**config.mk**
```make
export PLATFORM = sky130hd
export DESIGN_NAME = shift_add_mult
export DESIGN_NICKNAME = d
export VERILOG_FILES = /design/src/rtl/mult_pkg.sv /design/src/rtl/mult_step_ctrl.sv /design/src/rtl/shift_add_mult.sv
export SDC_FILE = /design/constraint.sdc
export NUM_CORES = 1
export LEC_CHECK = 0
export ABC_AREA = 1
export BUFFER_PORTS_ARGS = -buffer_cell sky130_fd_sc_hd__buf_2
export CORE_ASPECT_RATIO = 1.2
export CORE_MARGIN = 2
export CORE_UTILIZATION = 55
export CTS_BUF_LIST = sky130_fd_sc_hd__clkbuf_4
export DETAILED_ROUTE_END_ITERATION = 10
export PLACE_DENSITY = 0.78
export SKIP_LAST_GASP = 1
export SYNTH_ARGS = -nofsm -noshare
export SYNTH_HDL_FRONTEND = slang
export SYNTH_SLANG_ARGS = --single-unit
```
**constraint.sdc**
```tcl
create_clock -name Clk -period 4.55 [get_ports Clk]
set_clock_uncertainty 0.05 [all_clocks]
set_input_delay 1.1375 -clock Clk [delete_from_list [all_inputs] [get_ports Clk]]
set_output_delay 1.1375 -clock Clk [all_outputs]
set_load 0.005 [all_outputs]
```
**src/rtl/mult_pkg.sv**
```systemverilog
// Shared types and sizing helpers for the sequential shift-add multiplier.
// Imported by the controller and the datapath top.
package mult_pkg;

  typedef enum logic [1:0] {
    IDLE  = 2'd0,
    ADD   = 2'd1,
    SHIFT = 2'd2,
    HOLD  = 2'd3
  } mult_state_t;

  // Iteration counter width; a counter that covers 0..w-1.
  function automatic int cnt_width(input int w);
    return (w > 1) ? $clog2(w) : 1;
  endfunction

endpackage

```
**src/rtl/mult_step_ctrl.sv**
```systemverilog
// Control FSM and iteration counter for shift_add_mult.
// Emits one-hot datapath strobes decoded from the registered state.
module mult_step_ctrl
  import mult_pkg::*;
#(
  parameter int WIDTH = 8
) (
  input  logic Clk,
  input  logic Reset,
  input  logic Run,
  input  logic ClearA_LoadB,
  input  logic B0,
  output logic ld_b,
  output logic start,
  output logic do_add,
  output logic do_sub,
  output logic do_shift,
  output logic Busy,
  output logic Done
);

  localparam int CW = cnt_width(WIDTH);
  localparam logic [CW-1:0] LAST = CW'(WIDTH - 1);

  mult_state_t     state_q, state_d;
  logic [CW-1:0]   cnt_q, cnt_d;
  logic            last;

  assign last = (cnt_q == LAST);

  // Load has priority over start, so a held ClearA_LoadB defers the run.
  assign ld_b     = (state_q == IDLE) && ClearA_LoadB;
  assign start    = (state_q == IDLE) && Run && !ClearA_LoadB;
  // do_sub marks the final partial product; the datapath only subtracts in signed mode.
  assign do_add   = (state_q == ADD) && B0 && !last;
  assign do_sub   = (state_q == ADD) && B0 && last;
  assign do_shift = (state_q == SHIFT);
  assign Busy     = (state_q == ADD) || (state_q == SHIFT);
  assign Done     = (state_q == HOLD);

  always_comb begin
    state_d = state_q;
    cnt_d   = cnt_q;
    case (state_q)
      IDLE: begin
        if (start) begin
          state_d = ADD;
          cnt_d   = '0;
        end
      end
      ADD:   state_d = SHIFT;
      SHIFT: begin
        if (last) begin
          state_d = HOLD;
        end else begin
          state_d = ADD;
          cnt_d   = cnt_q + 1'b1;
        end
      end
      HOLD: begin
        if (!Run) state_d = IDLE;
      end
      default: state_d = IDLE;
    endcase
  end

  always_ff @(posedge Clk or posedge Reset) begin
    if (Reset) begin
      state_q <= IDLE;
      cnt_q   <= '0;
    end else begin
      state_q <= state_d;
      cnt_q   <= cnt_d;
    end
  end

endmodule

```
**src/rtl/shift_add_mult.sv**
```systemverilog
// Sequential WIDTHxWIDTH shift-add multiplier (unsigned or two's-complement).
// Product lands in {A,B} after 2*WIDTH cycles and is held until Run drops.
module shift_add_mult
  import mult_pkg::*;
#(
  parameter int WIDTH = 8
) (
  input  logic             Clk,
  input  logic             Reset,
  input  logic             Run,
  input  logic             ClearA_LoadB,
  input  logic             Signed_Mode,
  input  logic [WIDTH-1:0] Din,
  output logic [WIDTH-1:0] Aval,
  output logic [WIDTH-1:0] Bval,
  output logic             Xval,
  output logic             Busy,
  output logic             Done
);

  logic             x_q, x_d;
  logic [WIDTH-1:0] a_q, a_d;
  logic [WIDTH-1:0] b_q, b_d;
  logic [WIDTH-1:0] m_q, m_d;
  logic             sgn_q, sgn_d;

  logic ld_b, start, do_add, do_sub, do_shift;

  mult_step_ctrl #(.WIDTH(WIDTH)) u_ctrl (
    .Clk          (Clk),
    .Reset        (Reset),
    .Run          (Run),
    .ClearA_LoadB (ClearA_LoadB),
    .B0           (b_q[0]),
    .ld_b         (ld_b),
    .start        (start),
    .do_add       (do_add),
    .do_sub       (do_sub),
    .do_shift     (do_shift),
    .Busy         (Busy),
    .Done         (Done)
  );

  // One extra bit of headroom so the add/subtract can never overflow.
  logic [WIDTH:0] a_ext, m_ext, sum;
  logic           sub;

  assign a_ext = {sgn_q & a_q[WIDTH-1], a_q};
  assign m_ext = {sgn_q & m_q[WIDTH-1], m_q};
  // The multiplier's sign bit carries negative weight only in signed mode.
  assign sub   = do_sub & sgn_q;
  assign sum   = sub ? (a_ext - m_ext) : (a_ext + m_ext);

  always_comb begin
    x_d   = x_q;
    a_d   = a_q;
    b_d   = b_q;
    m_d   = m_q;
    sgn_d = sgn_q;
    if (ld_b) begin
      x_d = 1'b0;
      a_d = '0;
      b_d = Din;
    end
    if (start) begin
      m_d   = Din;
      sgn_d = Signed_Mode;
      x_d   = 1'b0;
      a_d   = '0;
    end
    if (do_add || do_sub) begin
      a_d = sum[WIDTH-1:0];
      x_d = sum[WIDTH];
    end
    if (do_shift) begin
      x_d = sgn_q & x_q;
      a_d = {x_q, a_q[WIDTH-1:1]};
      b_d = {a_q[0], b_q[WIDTH-1:1]};
    end
  end

  always_ff @(posedge Clk or posedge Reset) begin
    if (Reset) begin
      x_q   <= 1'b0;
      a_q   <= '0;
      b_q   <= '0;
      m_q   <= '0;
      sgn_q <= 1'b0;
    end else begin
      x_q   <= x_d;
      a_q   <= a_d;
      b_q   <= b_d;
      m_q   <= m_d;
      sgn_q <= sgn_d;
    end
  end

  assign Aval = a_q;
  assign Bval = b_q;
  assign Xval = x_q;

endmodule

```
* Word-level counts from Yosys, hierarchy flattened *
Cells that the tools add are included.

cells by class
  bitwise gates (word level) = 4
  mux-type cells = 18
  equal/unequal tests = 7
  add/sub/neg operators = 3
  reductions and logical operators = 16

operators with widths
  operator               count
  $mux W8                6
  $add A9 B9 Y9          1
  $mux W9                1
  $sub A9 B9 Y9          1
  $pmux W2 S4            1
  $logic_and A1 B1 Y1    6
  $mux W2                3
  $mux W3                2
  $ne A2 B2 Y1 const B   3
  $pmux W3 S2            1
  $and A1 B1 Y1          4
  $eq A2 B2 Y1 const B   2
  $mux W1                4
  $reduce_bool A2 Y1     2
  $reduce_bool A4 Y1     1
  $add A3 B1 Y3 const B  1
  $eq A3 B3 Y1 const B   1
  $reduce_and A3 Y1      1
  $eq A2 B1 Y1 const B   1
  $logic_not A1 Y1       2
  $logic_not A2 Y1       1
  $logic_or A1 B1 Y1     2
  $reduce_and A2 Y1      1

word-level totals
  bits of input ports = 13
  bits in registers = 31

* Longest topological paths before layout *
Gate-level depths: netlist of run 1.

  word-level depth = 7
  gate-level depth with buffers = 17
  gate-level depth less buffers = 17

* Modules after synthesis *
Synthesis of run 1 repeated with hierarchy kept, for this count alone.

unflattened totals
  cells, all modules = 277
  area, all modules = 2087.0 µm²

by module, submodules not included
  module          times used  cells each  area each (µm²)
  shift_add_mult  1           218         1666.6
  mult_step_ctrl  1           59          420.4

* Least setup slack after synthesis of run 1 *
No wires, ideal clock.

  path kind = reg2reg
  from = reg u_ctrl.cnt_q[0]
  to = reg x_q, in the netlist Xval
  path slack = 2077 ps
  period minus slack after synthesis = 2473 ps
  data arrival time = 2298 ps
  stages on the path, launching flop included = 17
  path buffers = 0
  required time = 4376 ps
  setup time = 124 ps
  cell sequence = dfrtp_1 -> ha_1 -> ha_1 -> nand3_2 -> nor2_4 -> or2_2 -> xor2_1 -> inv_1 -> ha_1 -> a21oi_1 -> nor2_1 -> nor2_1 -> nand2_1 -> inv_1 -> nand3_1 -> nand3_1 -> nand3_1

on the way
  word-level cells in the longest chain between the ends = 6

RTL lines
  item                                                     line                                        text
  start: declaration                                       mult_step_ctrl.sv:26                        logic [CW-1:0] cnt_q, cnt_d;
  start signal: assignment                                 mult_step_ctrl.sv:73                        cnt_q <= cnt_d;
  $eq A3 B3 Y1 *                                           mult_step_ctrl.sv:29                        assign last = (cnt_q == LAST);
  $logic_and A1 B1 Y1 or $logic_not A1 Y1 (tied branches)  mult_step_ctrl.sv:36, mult_step_ctrl.sv:35
  $and A1 B1 Y1 or $logic_and A1 B1 Y1 (tied branches)     shift_add_mult.sv:51, mult_step_ctrl.sv:35
  $mux W9 or $logic_or A1 B1 Y1 (tied branches)            shift_add_mult.sv:52, shift_add_mult.sv:71
  $mux W1                                                  shift_add_mult.sv:71                        if (do_add || do_sub) begin
  $mux W1                                                  shift_add_mult.sv:75                        if (do_shift) begin
  end signal: assignment                                   shift_add_mult.sv:84                        x_q <= 1'b0;
  end signal: assignment                                   shift_add_mult.sv:90                        x_q <= x_d;
  end: declaration                                         shift_add_mult.sv:21                        logic x_q, x_d;

Mark *: on every way between the ends. The rest lies on a longest branch, timed or not.
A chain may end at the register's enable or synchronous reset.

* Final worst setup path of run 1 *
Ends and elaborated chain as after synthesis.

==> qor.yml, run 1 <==
r2r-start: "u_ctrl.cnt_q[0]$_DFFE_PP0P_"
maxSlewViolCount: 0
synth_top_area_frac: 0.377
final_cell_mix: "nand2_1, dfrtp_1, buf_2"
rsz0062_at_grt: "no"
clock_tree.buffer_depth: 2
ant_nets: 0
crit_chain: "ha_1 -> ha_1 -> nand3_2 -> nor2_4 -> or2_2 -> xor2_1 -> inv_1 -> ha_1 -> a21oi_1 -> nor2_1 -> nor2_1 -> nand2_1 -> inv_1 -> nand3_1 -> nand3_1 -> nand3_1"
rows: 24
route.detailed.drc: 0
reg2reg_to: "Xval$_DFFE_PP0P_"
critical_path_buf_inv_count: 2
vdd_ir_drop_max_mv: 0.435
setup.worst_path.end_class: "flop"
dieHeight_um: 71.0
cts_buffers: 5
start_util: 0.572
grt_overflow_total: 0
syn_to_final_growth_pct: 10.6
max_freq_mhz: 378
fin_crit_sh: 0.582
grt_usage: 0.220
drt_wl_total_um: 4110
synth_seq_cells: 31
netlist_area_sq_um: 2060
hold_violations: 0
avgRoutedWirePerCell_um: 12.6
setup_viol: 0
via_per_inst: 5.42
cts_resized: 0
nets: 316
clkPwrFrac: 0.112
synthCells: 254
status: "completed"
grt_pass1_vias: 1671
insertion_delay_ns: 0.34
path_max_fanout: 7
hold_path.startpoint: "u_ctrl.cnt_q[1]$_DFFE_PP0P_"
p_seq_frac: 0.314
ys_seq_area_frac: 0.377
yosysTopAreaCell: "dfrtp_1"
place_hpwl_um: 3030
antennaDiodeCount: 0
cpMaxStageDelayCell: "dfrtp_1"
final_core_util: 0.632
syn_area_per_cell_sq_um: 8.11
hold_path_end: "u_ctrl.cnt_q[1]$_DFFE_PP0P_"
hold_buffers: 0
placed_area_sq_um: 2220
leakage_nw: 1.25
comb_power_share: 0.574
slew_headroom: 0.678
path_class: "flop to flop"
reg2regPathDepth: 16
fin_crit_ns: 2.65
path_clk_slew_ns: 0.10
drive_above_1_share: 0.198
critPathTopFamily: "simple AND/OR/NAND/NOR gates"
drt_first_pass_iters: 4
startpoint: "u_ctrl.cnt_q[0]$_DFFE_PP0P_"
critPathRequiredTime_ns: 4.73
cts.htree.levels: 2
tritoncts: "done"
root_buffer: "clkbuf_4"
synth_warnings: 0
synth.distinct_cells: 35
tightest_slew_ns: 0.484
grt_max_degree: 32
fillerInstances: 295
antenna_found_initial: 0
cap_violations: 0
min-delay-path-class: "flop to flop"
die_w_um: 59.9
yosys-top-cells-area: "dfrtp_1, nand2_1, ha_1"
p_per_area_nw_per_um2: 668
pin_count: 32
fin_area_sq_um: 2280
ff2ff_setup_slack_ns: 1.90
cts_sinks: 31
syn_nets: 283
p_int_mw: 0.799
port_buffers: 31
p_sw_mw: 0.723
coreArea_sq_um: 3600
p_sw_frac: 0.475
cts_setup_buffers: 0
grt_pass1_wl_um: 7260
drt-initial-drc-count: 57
final_common_cell: "nand2_1"
tns_ns: 0
cp.arrival_ns: 2.83
startpoint_type: "flop"
holdWs_ns: 0.467
fp.dieArea_sq_um: 4250
critPathMaxStageDelay_ns: 0.41
gp_congestion: 0.814
via_count: 1772
min_path_cells: 2
[metrics by stage]
step                      cells  total power, mW  setup slack (ns)
after floorplan             254             1.16              2.08
after global placement      319             1.33              1.99
after detailed placement    319             1.35              1.92
after CTS                   327             1.53              1.89
after global routing        327             1.68              1.68
final                       327             1.52              1.90
[worst max-delay path by stage]
stage	to	slack, ns	cells after the start
2_1_floorplan	Xval$_DFFE_PP0P_	2.08	16
3_3_place_gp	Xval$_DFFE_PP0P_	1.99	16
3_5_place_dp	Xval$_DFFE_PP0P_	1.92	16
4_1_cts	Xval$_DFFE_PP0P_	1.89	16
5_1_grt	Xval$_DFFE_PP0P_	1.68	16
6_report	Xval$_DFFE_PP0P_	1.90	16
[synthesized netlist by cell type (all sizes together)]
cell type,n
xnor2,2
xor2,7
inv,32
o311ai,2
a31oi,2
clkbuf,2
nand2,68
or2,2
fa,1
dfrtp,31
o211ai,7
o21ai,20
a21o,3
a21oi,9
nand3b,3
a21boi,1
nor3,1
nand4,2
mux2,1
a22oi,1
nor2,17
o31ai,2
nand3,18
buf,5
ha,15
[power by group through the flow]
stage	combinational, mW	clock (mW)	sequential, mW
after floorplan	0.689	0	0.473
after global placement	0.843	0	0.483
after detailed placement	0.871	0	0.483
after CTS	0.876	0.174	0.479
after global routing	1.00	0.187	0.495
final	0.873	0.171	0.478
[per-layer routing]
metal  vias up  global-route usage  routed length (um)
li1        897                   -                   -
met1       826               0.273                1840
met2        41               0.359                2010
met3         8              0.0439                 182
met4         0               0.109                  87
met5         -                   0                   0
[logic make-up (layout without fill, tap and decap cells)]
kind of cell               after synthesis  after routing  synth area share
adders and majority gates               16             16             0.101
muxes                                    1              1           0.00547
xor gates and xnor gates                 9              9            0.0383
AOI/OAI and AO/OA                       47             47             0.148
and+or+nand+nor                        111            111             0.245
DFF                                     31             31             0.377
buffers and inverters                   39             73            0.0863
[area by class of cell]
cell class,count,area (sq um),area share
Inverter,32,120,0.0527
Tap cell,39,48.8,0.0214
Sequential cell,31,776,0.340
Timing Repair Buffer,33,170,0.0747
Multi-Input combinational cell,184,1110,0.485
Clock inverter,2,12.5,0.00549
Clock buffer,6,45.0,0.0198
[sequential cells by signal, summed over array words and instances, names as in the netlist]
name,cells
m_q,8
sgn_q,1
u_ctrl.state_q,2
u_ctrl.cnt_q,3
Xval,1
Bval,8
Aval,8
[worst register-to-register path, delay by kind of cell, from the launching register on]
family | cells | cell delay, ns
simple gates | 9 | 0.86
fa+ha+maj | 3 | 0.77
flops | 1 | 0.41
compound gates | 1 | 0.22
xor+xnor | 1 | 0.13
buf+inv | 2 | 0.10
(Power assumes the default switching activity.)
==> run 2, diff against run 1 <==
--- a/config.mk
+++ b/config.mk
@@ -5,7 +5,7 @@
 export SDC_FILE = /design/constraint.sdc
 export NUM_CORES = 1
 export LEC_CHECK = 0
-export ABC_AREA = 1
+export ABC_AREA = 0
 export BUFFER_PORTS_ARGS = -buffer_cell sky130_fd_sc_hd__buf_2
 export CORE_ASPECT_RATIO = 1.2
 export CORE_MARGIN = 2
==> constraint.sdc (replaced) <==
create_clock -name Clk -period 2.5 [get_ports Clk]
set_clock_uncertainty 0.05 [all_clocks]
set_input_delay 0.625 -clock Clk [delete_from_list [all_inputs] [get_ports Clk]]
set_output_delay 0.625 -clock Clk [all_outputs]
set_load 0.005 [all_outputs]
==> run 2 against run 1 <==
Net effect:
- clock power grew 76%
- the run now ends with design-rule violations, negative setup slack left
- register-to-register slack lost 2.1 ns
- highest routed layer unchanged
- sequential power grew 100%
- hold slack lost 0.18 ns
- final cell count shrank 6.1%
- core utilization grew 13 points
- global-route usage grew 4.3 points
- largest power group unchanged
==> qor.yml, run 2 <==
tritoncts: "done"
cpMaxStageDelayCell: "dfrtp_1"
ant_nets: 0  # unchanged
clock_tree.buffer_depth: 2  # unchanged
synth_edf_count: 0  # unchanged
max_freq_mhz: 371  # -1.8%
start_util: 0.587  # +0.0158
nets: 298  # -5.7%
status: "finished with violations"
leakage_nw: 1.24  # -1.2%
antenna_found_initial: 0  # unchanged
fin_crit_sh: 1.08  # +0.497
synth_warnings: 0  # unchanged
startpoint_type: "flop"
route.detailed.drc: 2  # +2
syn_nets: 240  # -15%
critPathRequiredTime_ns: 2.70  # -2.03 ns
setup.worst_path.end_class: "flop"
fin_crit_ns: 2.70  # +0.0489 ns
dieHeight_um: 70.0  # -1.5%
register_area_sq_um: 776  # unchanged
insertion_delay_ns: 0.34  # about the same
final_core_util: 0.767  # +0.134
rsz0062_at_grt: "yes"
reg2reg_to: "Aval[5]$_DFFE_PP0P_"
cts_sinks: 31  # unchanged
grt_pass1_vias: 1853  # +11%
path_class: "flop to flop"
antennaDiodeCount: 0  # unchanged
cts_buffers: 5  # unchanged
fillerInstances: 238  # -19%
syn_to_final_growth_pct: 30.6
via_per_inst: 5.87  # +8.4%
maxSlewViolCount: 0  # unchanged
hold_violations: 0  # unchanged
reg2regPathDepth: 12  # -4
gp_congestion: 0.842  # +3.5%
total_power_mw: 4.28  # +180%
grt_pass1_wl_um: 8400  # +16%
coreArea_sq_um: 3400  # -5.8%
violations: "design-rule violations, negative setup slack"
cp.arrival_ns: 2.90  # +0.07 ns
grt_overflow_total: 0  # unchanged
synthCells: 211  # -17%
synth_top_area_frac: 0.389  # +0.0123
rows: 23  # -4.2%
drt_first_pass_iters: 8  # +4
yosys-top-cells-area: "dfrtp_1, ha_1, mux2_2"
placed_area_sq_um: 2420  # +9.1%
min-delay-path-class: "input pin to asynchronous set/reset pin"
final_cell_mix: "dfrtp_1, buf_2, nand2_1"
syn_area_per_cell_sq_um: 9.45  # +17%
tightest_slew_ns: 0.463  # -0.0205 ns
place_hpwl_um: 3600  # +19%
cap_violations: 0  # unchanged
grt_usage: 0.263  # +0.0429
path_max_fanout: 6  # -1
ff2ff_setup_slack_ns: -0.20  # -2.10 ns
synth_most_common_cell: "dfrtp_1"
root_buffer: "clkbuf_4"
vdd_ir_drop_max_mv: 0.781  # +79%
port_buffers: 31  # unchanged
cts.htree.levels: 2  # unchanged
synth_ff_type: "dfrtp_1"
grt_max_degree: 34  # +6.3%
critPathMaxStageDelay_ns: 0.38  # -0.03 ns
yosys-top-cells-count: "dfrtp_1, nand2_1, ha_1, o21ai_1, inv_1"
setup_viol: 5  # +5
ys_seq_area_frac: 0.389  # +0.0123
yosysTopAreaCell: "dfrtp_1"
fin_area_sq_um: 2600  # +14%
synth_seq_cells: 31  # unchanged
synth.distinct_cells: 45  # +29%
drt_wl_total_um: 4920  # +20%
layout_setup_ws_ns: -0.198  # -2.10 ns
synthArstFlopShare: 1.00  # unchanged
avgRoutedWirePerCell_um: 16.0  # +27%
path_clk_slew_ns: 0.10  # about the same
netlist_area_sq_um: 1990  # -3.2%
fp.dieArea_sq_um: 4130  # -3.0%
pin_count: 32  # unchanged
drt-initial-drc-count: 86  # +51%
die_w_um: 59.0  # -1.5%
p_per_area_nw_per_um2: 1640  # +150%
multi_input_area_sq_um: 1290  # +17%
via_count: 1803  # +1.7%
crit_chain: "ha_2 -> ha_4 -> nand3_4 -> nor2_4 -> mux2_4 -> inv_2 -> ha_4 -> nor2b_4 -> o31a_1 -> o21a_1 -> o21a_1 -> o31ai_1"
r2r-start: "u_ctrl.cnt_q[0]$_DFFE_PP0P_"
drive_above_1_share: 0.381  # +0.184
slew_headroom: 0.691  # +0.0129
==> run 2: timing repair <==
action,in CTS,in global routing
endpoints found under the setup margin,5,7
resized for setup,13,6
endpoints found under the hold margin,0,0
buffers inserted,1,1
hold buffers,0,0
pin swaps,10,4
gates cloned,0,0
==> run 2: cell type report <==
cell class	instances	area share
multi-input cells	160	0.497
well taps	37	0.0178
clock buffers	6	0.0173
inverters	12	0.0173
clock inverters	2	0.00481
flip-flops and latches	31	0.298
repair buffers	59	0.148
==> run 2: worst max path at each step <==
stage                                      startpoint                  end  cells after the start
after detailed placement  u_ctrl.cnt_q[0]$_DFFE_PP0P_  Aval[6]$_DFFE_PP0P_                     12
after global routing      u_ctrl.cnt_q[0]$_DFFE_PP0P_  Aval[5]$_DFFE_PP0P_                     12
after CTS                 u_ctrl.cnt_q[0]$_DFFE_PP0P_     Xval$_DFFE_PP0P_                     11
final                     u_ctrl.cnt_q[0]$_DFFE_PP0P_  Aval[5]$_DFFE_PP0P_                     12
after floorplan           u_ctrl.cnt_q[0]$_DFFE_PP0P_     Xval$_DFFE_PP0P_                     12
after global placement    u_ctrl.cnt_q[0]$_DFFE_PP0P_  Aval[5]$_DFFE_PP0P_                     12
==> run 2: cells by family (layout without fill, tap and decap cells) <==
| kind of cell | count (synthesis) | count (layout) | share of synthesized area |
|---|---|---|---|
| flops | 31 | 31 | 0.389 |
| mux | 18 | 18 | 0.0966 |
| xor+xnor | 9 | 9 | 0.0395 |
| fa+ha+maj | 16 | 16 | 0.104 |
| simple gates | 58 | 58 | 0.135 |
| buf+inv | 20 | 79 | 0.0401 |
| compound gates | 59 | 59 | 0.196 |
==> run 2: per-layer routing <==
| layer | part of all wire | global-route usage | vias to the layer above |
|---|---|---|---|
| met4 | 0.028 | 0.0985 | 0 |
| li1 | - | - | 873 |
| met2 | 0.52 | 0.453 | 58 |
| met3 | 0.041 | 0.0481 | 13 |
| met5 | 0 | 0 | - |
| met1 | 0.41 | 0.318 | 859 |
==> run 2: where the power goes <==
group / switching (mW) / total, mW / internal (mW)
registers: 0.232 / 0.971 / 0.739
logic: 1.50 / 3.01 / 1.51
clock network: 0.181 / 0.301 / 0.119
total: 1.91 / 4.28 / 2.37
==> run 2: critical path, delay by kind of cell, from the launching register on <==
kind,cells,cell delay [ns]
fa+ha+maj,3,0.53
simple gates,3,0.37
compound gates,4,0.88
flops,1,0.38
mux,1,0.33
buf+inv,1,0.07
==> run 2: metrics by stage <==
| stage | hold slack (ns) | worst slack, ns | TNS, ns | cells |
|---|---|---|---|---|
| after floorplan | 0.450 | -0.205 | -0.593 | 211 |
| after global placement | 0.440 | -0.0730 | -0.238 | 297 |
| after detailed placement | 0.455 | -0.154 | -0.564 | 297 |
| after CTS | 0.297 | -0.151 | -0.649 | 306 |
| after global routing | 0.330 | -0.350 | -1.67 | 307 |
| final | 0.292 | -0.198 | -0.774 | 307 |
==> run 3, diff against run 2 <==
--- a/config.mk
+++ b/config.mk
@@ -7,7 +7,7 @@
 export LEC_CHECK = 0
 export ABC_AREA = 0
 export BUFFER_PORTS_ARGS = -buffer_cell sky130_fd_sc_hd__buf_2
-export CORE_ASPECT_RATIO = 1.2
+export CORE_ASPECT_RATIO = 0.7
 export CORE_MARGIN = 2
 export CORE_UTILIZATION = 55
 export CTS_BUF_LIST = sky130_fd_sc_hd__clkbuf_4
==> run 3 against run 2 <==
Net effect:
- the flow finishes with violations (negative setup slack)
- combinational power is 4% lower
- count of clock-buffer cells in the layout is 1 lower
- sequential power is 0.9% lower
- core utilization is 1.7 points lower
- clock power hardly changed
- final cell count is 6.8% higher
- largest power group unchanged
- highest routed layer unchanged
==> qor.yml, run 3 (same netlist as run 2, synthesis figures left out) <==
via_count: 1823  # +1.1%
dieHeight_um: 54.4  # -22%
final_common_cell: "buf_4"
place_ws_ns: -0.157  # -0.00313 ns
grt_pass1_wl_um: 7700  # -8.3%
cts_buffers: 5  # unchanged
fin_crit_sh: 1.07  # -0.00959
path_class: "flop to flop"
min-delay-path-class: "input pin to asynchronous set/reset pin"
grt_usage: 0.242  # -0.0217
final_cell_mix: "buf_4, dfrtp_1, buf_2"
grt_pass1_vias: 1624  # -12%
critPathMaxStageDelay_ns: 0.40  # +0.02 ns
cp.arrival_ns: 2.89  # about the same
insertion_delay_ns: 0.34  # about the same
gp_congestion: 0.901  # +7.0%
setup.worst_path.end_class: "flop"
pin_count: 32  # unchanged
path_max_fanout: 6  # unchanged
place_hpwl_um: 3530  # -2.1%
rows: 18  # -22%
grt_max_degree: 32  # -5.9%
coreArea_sq_um: 3490  # +2.8%
p_sw_frac: 0.446  # -0.000590
grt_overflow_total: 0  # unchanged
status: "finished with violations"
comb_power_share: 0.696  # -0.007
clock_tree.buffer_depth: 2  # unchanged
drt-initial-drc-count: 105  # +22%
crit_chain: "ha_2 -> ha_4 -> nand3_4 -> nor2_4 -> mux2_4 -> fa_2 -> nand2b_4 -> a21oi_4 -> o41ai_2 -> or4_1 -> nand3_1"
slew_headroom: 0.654  # -0.0362
p_sw_mw: 1.85  # -3.3%
maxSlewViolCount: 0  # unchanged
critPathTopFamily: "simple AND/OR/NAND/NOR gates"
cts_sinks: 31  # unchanged
holdWs_ns: 0.288  # -0.00375 ns
layout_setup_ws_ns: -0.174  # +0.0240 ns
max_freq_mhz: 374  # +0.90%
drt_wl_total_um: 5060  # +2.8%
ant_nets: 0  # unchanged
final_core_util: 0.749  # -0.0173
fin_crit_ns: 2.67  # -0.0240 ns
drive_above_1_share: 0.378  # -0.00378
critical_path_buf_inv_count: 0  # -1
p_per_area_nw_per_um2: 1580  # -3.6%
antennaDiodeCount: 0  # unchanged
tns_ns: -0.537  # +0.237 ns
startpoint_type: "flop"
cpMaxStageDelayCell: "or4_1"
p_seq_frac: 0.232  # +0.005
start_util: 0.571  # -0.0160
nets: 306  # +2.7%
cap_violations: 0  # unchanged
p_int_mw: 2.30  # -3.0%
vdd_ir_drop_max_mv: 1.07  # +37%
setup_viol: 5  # unchanged
route.detailed.drc: 0  # -2
antenna_found_initial: 0  # unchanged
critPathRequiredTime_ns: 2.72  # +0.02 ns
avgRoutedWirePerCell_um: 15.4  # -3.8%
tritoncts: "done"
fp.dieArea_sq_um: 4130  # +0.14%
leakage_nw: 1.26  # +1.6%
port_buffers: 31  # unchanged
path_clk_slew_ns: 0.12  # +0.02 ns
via_per_inst: 5.56  # -5.4%
root_buffer: "clkbuf_4"
clkPwrFrac: 0.072  # +0.002
hold_buffers: 0  # unchanged
drt_first_pass_iters: 4  # -4
tightest_slew_ns: 0.519  # +0.0555 ns
violations: "negative setup slack"
cts.htree.levels: 2  # unchanged
die_w_um: 76.0  # +29%
rsz0062_at_grt: "yes"
hold_violations: 0  # unchanged
syn_to_final_growth_pct: 31.2
[run 3: cell count changes in the layout (fill, tap and decap cells not counted), sizes merged]
| cell | change |
|---|---|
| clkinvlp | +1 |
| buf | +8 |
| clkbuf | -1 |
[run 3: layout make-up]
type	count	area, sq um
sequential	31	776
clock buffer	5	37.5
inverter	12	45.0
tap	50	62.6
fill	257	875
clock inverter	3	20.0
multi-input combinational	160	1250
timing repair buffer	67	429
[run 3: final timing paths]
| path | startpoint | end | slack [ns] | depth (start not counted) |
|---|---|---|---|---|
| max | u_ctrl.cnt_q[1]$_DFFE_PP0P_ | Xval$_DFFE_PP0P_ | -0.17 | 11 |
| min | Reset | Bval[4]$_DFFE_PP0P_ | 0.29 | 3 |
| max reg2reg | u_ctrl.cnt_q[1]$_DFFE_PP0P_ | Xval$_DFFE_PP0P_ | -0.17 | 11 |
| min reg2reg | Bval[6]$_DFFE_PP0P_ | Bval[5]$_DFFE_PP0P_ | 0.48 | 2 |
| max in group asynchronous | Reset | Aval[4]$_DFFE_PP0P_ | 1.80 | 3 |
| min in group Clk | Signed_Mode | sgn_q$_DFFE_PP0P_ | 0.47 | 2 |
[run 3: layer usage]
metal	global-route usage	wire length, um	up-vias
met4	0.0636	47	0
met1	0.347	2460	866
met5	0	0	-
met2	0.376	2240	57
li1	-	-	894
met3	0.0545	302	6
[run 3: what timing repair did]
item	CTS	global route
buffers inserted	3	4
pin swaps	3	3
gates resized for setup	6	4
endpoints found under the hold margin	0	0
setup endpoints to repair	5	7
[run 3: stage by stage]
stage / std cells / instance area, sq um / total power, mW
2_1_floorplan: 211 / 2070 / 2.61
3_3_place_gp: 313 / 2460 / 3.42
3_5_place_dp: 313 / 2460 / 3.49
4_1_cts: 324 / 2570 / 3.90
5_1_grt: 328 / 2620 / 4.48
6_report: 328 / 2620 / 4.15
[run 3: power by group through the flow]
stage	combinational, mW	clock, mW	sequential [mW]
6_report	2.89	0.298	0.962
3_5_place_dp	2.52	0	0.966
4_1_cts	2.63	0.303	0.958
3_3_place_gp	2.46	0	0.955
5_1_grt	3.16	0.325	0.995
2_1_floorplan	1.64	0	0.971
[run 3: worst reg2reg max path, cell delays in order (launching register included)]
cell and delay [ns]:
dfrtp_1 0.36, ha_2 0.19, ha_4 0.15, nand3_4 0.08, nor2_4 0.17, mux2_4 0.35, fa_2 0.36, nand2b_4 0.17
a21oi_4 0.16, o41ai_2 0.09, or4_1 0.40, nand3_1 0.10
